`src/rtl/uart_tx_byte_fifo.sv`:
```
// Host-side TX byte FIFO plus launch sequencer in front of the UART TX controller.
// Bytes are popped one at a time, handed over on Tx_Ready/Tx_Byte, and a watchdog drops a stalled frame.
module uart_tx_byte_fifo #(
  parameter int DEPTH_LOG2     = 4,
  parameter int GAP_CYCLES     = 2,
  parameter int TIMEOUT_CYCLES = 100000
) (
  input  logic                  clk,
  input  logic                  reset,
  input  logic                  i_Wr_En,
  input  logic [7:0]            i_Wr_Byte,
  input  logic                  i_Flush,
  output logic                  o_Full,
  output logic                  o_Empty,
  output logic [DEPTH_LOG2:0]   o_Count,
  output logic                  o_Overflow,
  output logic                  o_Tx_Ready,
  output logic [7:0]            o_Tx_Byte,
  input  logic                  i_Tx_Active,
  input  logic                  i_Tx_Done,
  output logic                  o_Tx_Error,
  output logic                  o_Busy
);
  localparam int DEPTH = 1 << DEPTH_LOG2;
  localparam int TMAX  = (TIMEOUT_CYCLES > GAP_CYCLES) ? TIMEOUT_CYCLES : GAP_CYCLES;
  localparam int TW    = $clog2(TMAX + 1);

  typedef enum logic [1:0] {IDLE, REQ, WAIT_DONE, GAP} state_e;

  state_e                state_q, state_d;
  logic [7:0]            mem_q [DEPTH];
  logic [DEPTH_LOG2-1:0] wr_ptr_q, wr_ptr_d, rd_ptr_q, rd_ptr_d;
  logic [DEPTH_LOG2:0]   count_q, count_d;
  logic [7:0]            byte_q, byte_d;
  logic [TW-1:0]         timer_q, timer_d;
  logic                  done_prev_q, done_seen_q, done_seen_d;
  logic                  ovf_q, ovf_d, err_q, err_d;
  logic                  full, empty, wr_acc, pop, done_edge, timeout;

  assign full      = (count_q == (DEPTH_LOG2+1)'(DEPTH));
  assign empty     = (count_q == '0);
  assign wr_acc    = i_Wr_En & ~full & ~i_Flush;
  assign pop       = (state_q == IDLE) & ~empty & ~i_Flush;
  assign done_edge = i_Tx_Done & ~done_prev_q;
  assign timeout   = (timer_q == TW'(TIMEOUT_CYCLES - 1));

  // Flush wins over a same-cycle write and suppresses the overflow pulse.
  always_comb begin
    wr_ptr_d = wr_ptr_q;
    rd_ptr_d = rd_ptr_q;
    count_d  = count_q;
    ovf_d    = i_Wr_En & full & ~i_Flush;
    if (i_Flush) begin
      rd_ptr_d = wr_ptr_q;
      count_d  = '0;
    end else begin
      if (wr_acc) wr_ptr_d = wr_ptr_q + DEPTH_LOG2'(1);
      if (pop)    rd_ptr_d = rd_ptr_q + DEPTH_LOG2'(1);
      case ({wr_acc, pop})
        2'b10:   count_d = count_q + 1'b1;
        2'b01:   count_d = count_q - 1'b1;
        default: count_d = count_q;
      endcase
    end
  end

  always_ff @(posedge clk) begin
    if (wr_acc) mem_q[wr_ptr_q] <= i_Wr_Byte;
  end

  // Timer is shared by the watchdog (REQ/WAIT_DONE) and the inter-frame gap; it clears on every state entry.
  always_comb begin
    state_d     = state_q;
    byte_d      = byte_q;
    timer_d     = timer_q + TW'(1);
    done_seen_d = done_seen_q;
    err_d       = 1'b0;
    unique case (state_q)
      IDLE: begin
        timer_d = '0;
        if (pop) begin
          byte_d      = mem_q[rd_ptr_q];
          done_seen_d = 1'b0;
          state_d     = REQ;
        end
      end
      REQ: begin
        if (done_edge) done_seen_d = 1'b1;
        if (timeout) begin
          err_d   = 1'b1;
          state_d = IDLE;
          timer_d = '0;
        end else if (i_Tx_Active) begin
          state_d = WAIT_DONE;
          timer_d = '0;
        end
      end
      WAIT_DONE: begin
        if (timeout) begin
          err_d   = 1'b1;
          state_d = IDLE;
          timer_d = '0;
        end else if (done_edge | done_seen_q) begin
          state_d = (GAP_CYCLES == 0) ? IDLE : GAP;
          timer_d = '0;
        end
      end
      GAP: begin
        if (GAP_CYCLES == 0 || timer_q == TW'(GAP_CYCLES - 1)) begin
          state_d = IDLE;
          timer_d = '0;
        end
      end
    endcase
  end

  always_ff @(posedge clk or posedge reset) begin
    if (reset) begin
      state_q     <= IDLE;
      wr_ptr_q    <= '0;
      rd_ptr_q    <= '0;
      count_q     <= '0;
      byte_q      <= 8'h00;
      timer_q     <= '0;
      done_prev_q <= 1'b0;
      done_seen_q <= 1'b0;
      ovf_q       <= 1'b0;
      err_q       <= 1'b0;
    end else begin
      state_q     <= state_d;
      wr_ptr_q    <= wr_ptr_d;
      rd_ptr_q    <= rd_ptr_d;
      count_q     <= count_d;
      byte_q      <= byte_d;
      timer_q     <= timer_d;
      done_prev_q <= i_Tx_Done;
      done_seen_q <= done_seen_d;
      ovf_q       <= ovf_d;
      err_q       <= err_d;
    end
  end

  assign o_Full     = full;
  assign o_Empty    = empty;
  assign o_Count    = count_q;
  assign o_Overflow = ovf_q;
  assign o_Tx_Ready = (state_q == REQ);
  assign o_Tx_Byte  = byte_q;
  assign o_Tx_Error = err_q;
  assign o_Busy     = (state_q != IDLE);
endmodule
```
`config.mk`:
```
export PLATFORM = sky130hd
export DESIGN_NAME = uart_tx_byte_fifo
export DESIGN_NICKNAME = d
export VERILOG_FILES = /design/src/rtl/uart_tx_byte_fifo.sv
export SDC_FILE = /design/constraint.sdc
export NUM_CORES = 1
export LEC_CHECK = 0
export ABC_AREA = 1
export ABC_CLOCK_PERIOD_IN_PS = 2500
export CAP_MARGIN = 20
export CORE_MARGIN = 3
export CORE_UTILIZATION = 55
export DETAILED_ROUTE_END_ITERATION = 10
export GPL_ROUTABILITY_DRIVEN = 0
export GPL_TIMING_DRIVEN = 0
export PLACE_DENSITY_LB_ADDON = 0.05
export RECOVER_POWER = 50
export SKIP_CTS_REPAIR_TIMING = 1
export SLEW_MARGIN = 20
export SYNTH_ARGS = -nofsm -noshare
export SYNTH_HDL_FRONTEND = slang
export SYNTH_SLANG_ARGS = --single-unit
```
`constraint.sdc`:
```
create_clock -name clk -period 2.5 [get_ports clk]
set_input_delay 0.5 -clock clk [delete_from_list [all_inputs] [get_ports clk]]
set_output_delay 0.5 -clock clk [all_outputs]
set_load 0.02 [all_outputs]
```
==> flow_summary.ini <==
[cells_and_area]
stdcell_count = 978
layout_common_cells = 163 x nor2_1, 128 x edfxtp_1, 106 x nand2_1
layout.area.seq_mm2 = 0.00494
syn_to_final_growth_pct = 14.3
num_antenna_cells = 0
utilization_pct = 65.7
multi_input_area_mm2 = 0.00249
post_route_cells_drive_above_1_share_pct = 9.23
finish.net_count = 819
most_common_cell_after_layout_fill_and_taps_aside = nor2_1
final.fill_count = 1084

[placed_design]
dp.final_hpwl_um = 12700
port_buffers = 32
placed_cells = 944
dp_worst_setup_slack_ns = -0.402

[detailed_routing]
detailedRoute.firstIterationViolations = 709
routed_via_count_divided_by_cell_count = 5.65
final_wl_um = 18400
wire_per_inst_um = 18.8
detailroute.via_count = 5523
drt_first_pass_iters = 6
postRouteAntennaNets = 0
drt_drc_violations_left = 0

[cts]
worst_setup_hold_path_clk_slew_ns = 0.06
clk-insertion-delay-late_ns = 0.43
h-tree-depth = 4
cts_tree = built
cts_root_buffer = clkbuf_16
ctsLongestPathBuffers = 2
cts_inserted_buffers = 17
cts.sink_count = 172

[worst_setup_path]
worstPathBufferInverterCount = 2
timing.critical_path.cells = nor2_2 -> nand4_2 -> inv_1 -> clkdlybuf4s50_1
timing.critical_path.to_type = output pin
worst-endpoint-arrival_ns = 1.87
worstSetupPathType = register to output pin
critical_path.max_fanout = 5
critical_path.startpoint_type = register
cp_top_family = buffers and inverters
cp_slowest_stage_delay_ns = 0.60
worst_path_max_delay_cell = clkdlybuf4s50_1
critPathRequiredTime_ns = 2.00

[pwr]
power.share.combinational_pct = 34.7
netSwitchingFraction_pct = 36.9
leakagePower_uw = 0.00348
p_seq_share_pct = 38.4
power_per_cell_area_mw_per_mm2 = 1040
net-switching-power_uw = 3400
power_report.internal_total_uw = 5820
clock_power_share_pct = 26.9
ir_worst_vdd_mv = 0.612

[synth]
syn-cell-area_mm2 = 0.00779
synthesis.nets = 765
synthAdderAreaFrac_pct = 2.67
synth_seq_area_share_pct = 63.5
synth_top_family_by_area = simple AND/OR/NAND/NOR gates
xor_xnor_cell_area_share_of_the_yosys_netlist_pct = 1.80
synth.ff_latch_count = 172
synth_cell_types = 35
ys.warnings.count = 0
synthesis.instances = 735
synth_compound_gate_area_share_pct = 7.84
synthMuxAreaShare_pct = 0
synth_simple_gate_area_share_pct = 19.7
syn-mean-instance-area_um2 = 10.6

[global_routing]
grt.total_usage_pct = 24.3
via_count_of_the_first_global_routing_pass = 5458
first_pass_grt_wire_length_um = 29400
maximum_number_of_pins_on_one_net_before_global_route_repair = 25
antenna_violations_before_repair = 0
grt_remaining_overflow = 0

[sta]
final.min_clock_period_ns = 2.37
setup_ws_ns = 0.128
clock-skew-final_ns = 0.00610
max_clock_freq_mhz = 422
maxSlewViolCount = 0
final.period_utilization_pct = 94.9
timing.max_slew.rel_slack_pct = 34.4
finalSetupViolations = 0
rsz_0062_raised_after_global_routing = false
whs_ns = 0.485
timing_worst_slew_pin_value_ns = 0.982
hold_violations = 0

[floorplan]
dieHeight_um = 125
io-pin-count = 33
start_util_pct = 57.5
fp.dieW_um = 125
placeableCoreArea_mm2 = 0.0136
die-area_mm2 = 0.0156
placement_rows = 42

[worst_hold_path]
min_path_type = register to register

[job]
maxCapViolCount = 0

[status]
status = completed
==> cell usage after synthesis <==
cell type	n	area, um2
nand4_1	2	12.5
xor2_1	12	105
dfrtp_1	44	1100
edfxtp_1	128	3840
inv_2	3	11.3
and3_1	1	6.26
buf_1	2	7.51
nor2_4	5	56.3
o221ai_1	3	26.3
nand2_4	4	45.0
nor3_1	10	50.1
a21oi_1	5	25.0
o211ai_1	25	188
nand2_1	106	398
buf_6	4	45.0
ha_1	15	188
nand3_1	38	190
a21oi_4	1	16.3
clkbuf_1	9	33.8
nor2_2	3	18.8
buf_2	8	40.0
nand3b_1	1	7.51
nand3_2	2	20.0
buf_4	1	7.51
nor2_1	162	608
nand4_2	2	25.0
fa_1	1	20.0
inv_1	51	191
o21ai_1	22	110
inv_4	2	12.5
o21ai_0	49	245
nand3_4	2	35.0
nand2_2	7	43.8
xnor2_1	4	35.0
nand4_4	1	21.3
==> flip-flops by register name (all words and copies together), names as in the netlist <==
name / cells
rd_ptr_q: 4
done_seen_q: 1
o_Tx_Error: 1
o_Count: 5
done_prev_q: 1
o_Tx_Byte: 8
timer_q: 17
wr_ptr_q: 4
o_Overflow: 1
state_q: 2
mem_q: 128
==> worst register-to-register path: stages (launching register included) <==
cell	delay, ns
dfrtp_1	0.42
inv_1	0.12
ha_2	0.26
nand3_4	0.13
inv_6	0.12
nand2_4	0.07
fa_1	0.40
nand3b_1	0.19
nand2_1	0.08
nand2_1	0.04
nand2_1	0.07
inv_1	0.04
nand2_1	0.05
nand2_1	0.05
nand2_1	0.06
nand2_1	0.04
==> final timing paths <==
kind | slack [ns] | to | cells past startpoint | from
worst max-delay path | 0.13 | o_Empty | 4 | o_Count[0]
worst min-delay path | 0.48 | o_Tx_Byte[2] | 2 | o_Tx_Byte[2]
worst max register to register | 0.24 | o_Count[4] | 15 | state_q[0]
worst min register to register | 0.48 | o_Tx_Byte[2] | 2 | o_Tx_Byte[2]
max in group asynchronous | 0.35 | timer_q[11] | 3 | reset
min in group asynchronous | 0.71 | o_Overflow | 2 | reset
==> final cells by class <==
type                    instances  share of cell area, %
plain buffers                  24                   1.50
inverters                      56                   2.44
clock inverters                 8                  0.759
flip-flops and latches        172                   55.5
multi-input cells             483                   28.0
clock buffers                  24                   5.41
well taps                     176                   2.47
repair buffers                 35                   3.91
==> per-stage QoR <==
stage               cell area (um2)  total power, uW  TNS (ns)
floorplan                      7790             5600         0
global placement               8330             6660    -14.42
detailed placement             8360             6720    -18.24
CTS                            8910             9200         0
global route                   8900             9710         0
finish                         8900             9230         0
==> cell families (layout without fill, tap and decap cells) <==
kind of cell / after synthesis / after routing
AND/OR/NAND/NOR: 346 / 346
flip-flops: 172 / 172
AO/OA/AOI/OAI: 105 / 105
buffers and inverters: 80 / 147
adder cells (fa/ha/maj): 16 / 16
XOR/XNOR: 16 / 16
==> layer usage <==
metal	vias to the layer above	share of wire [%]	wire [um]	GRT usage, %
met5	-	0	0	0
met1	2619	43	7990	33.7
met4	0	2.8	507	10.1
met3	37	7.6	1400	5.76
met2	257	46	8510	37.4
li1	2610	-	-	-
==> power by group through the flow <==
stage	Combinational [uW]	Sequential, uW	Clock (uW)
after global routing	3510	3570	2630
after global placement	3080	3580	0
after CTS	3170	3530	2500
after floorplan	1980	3620	0
after detailed placement	3140	3580	0
final	3210	3540	2480
No activity file was read; power rests on OpenSTA's default activity.
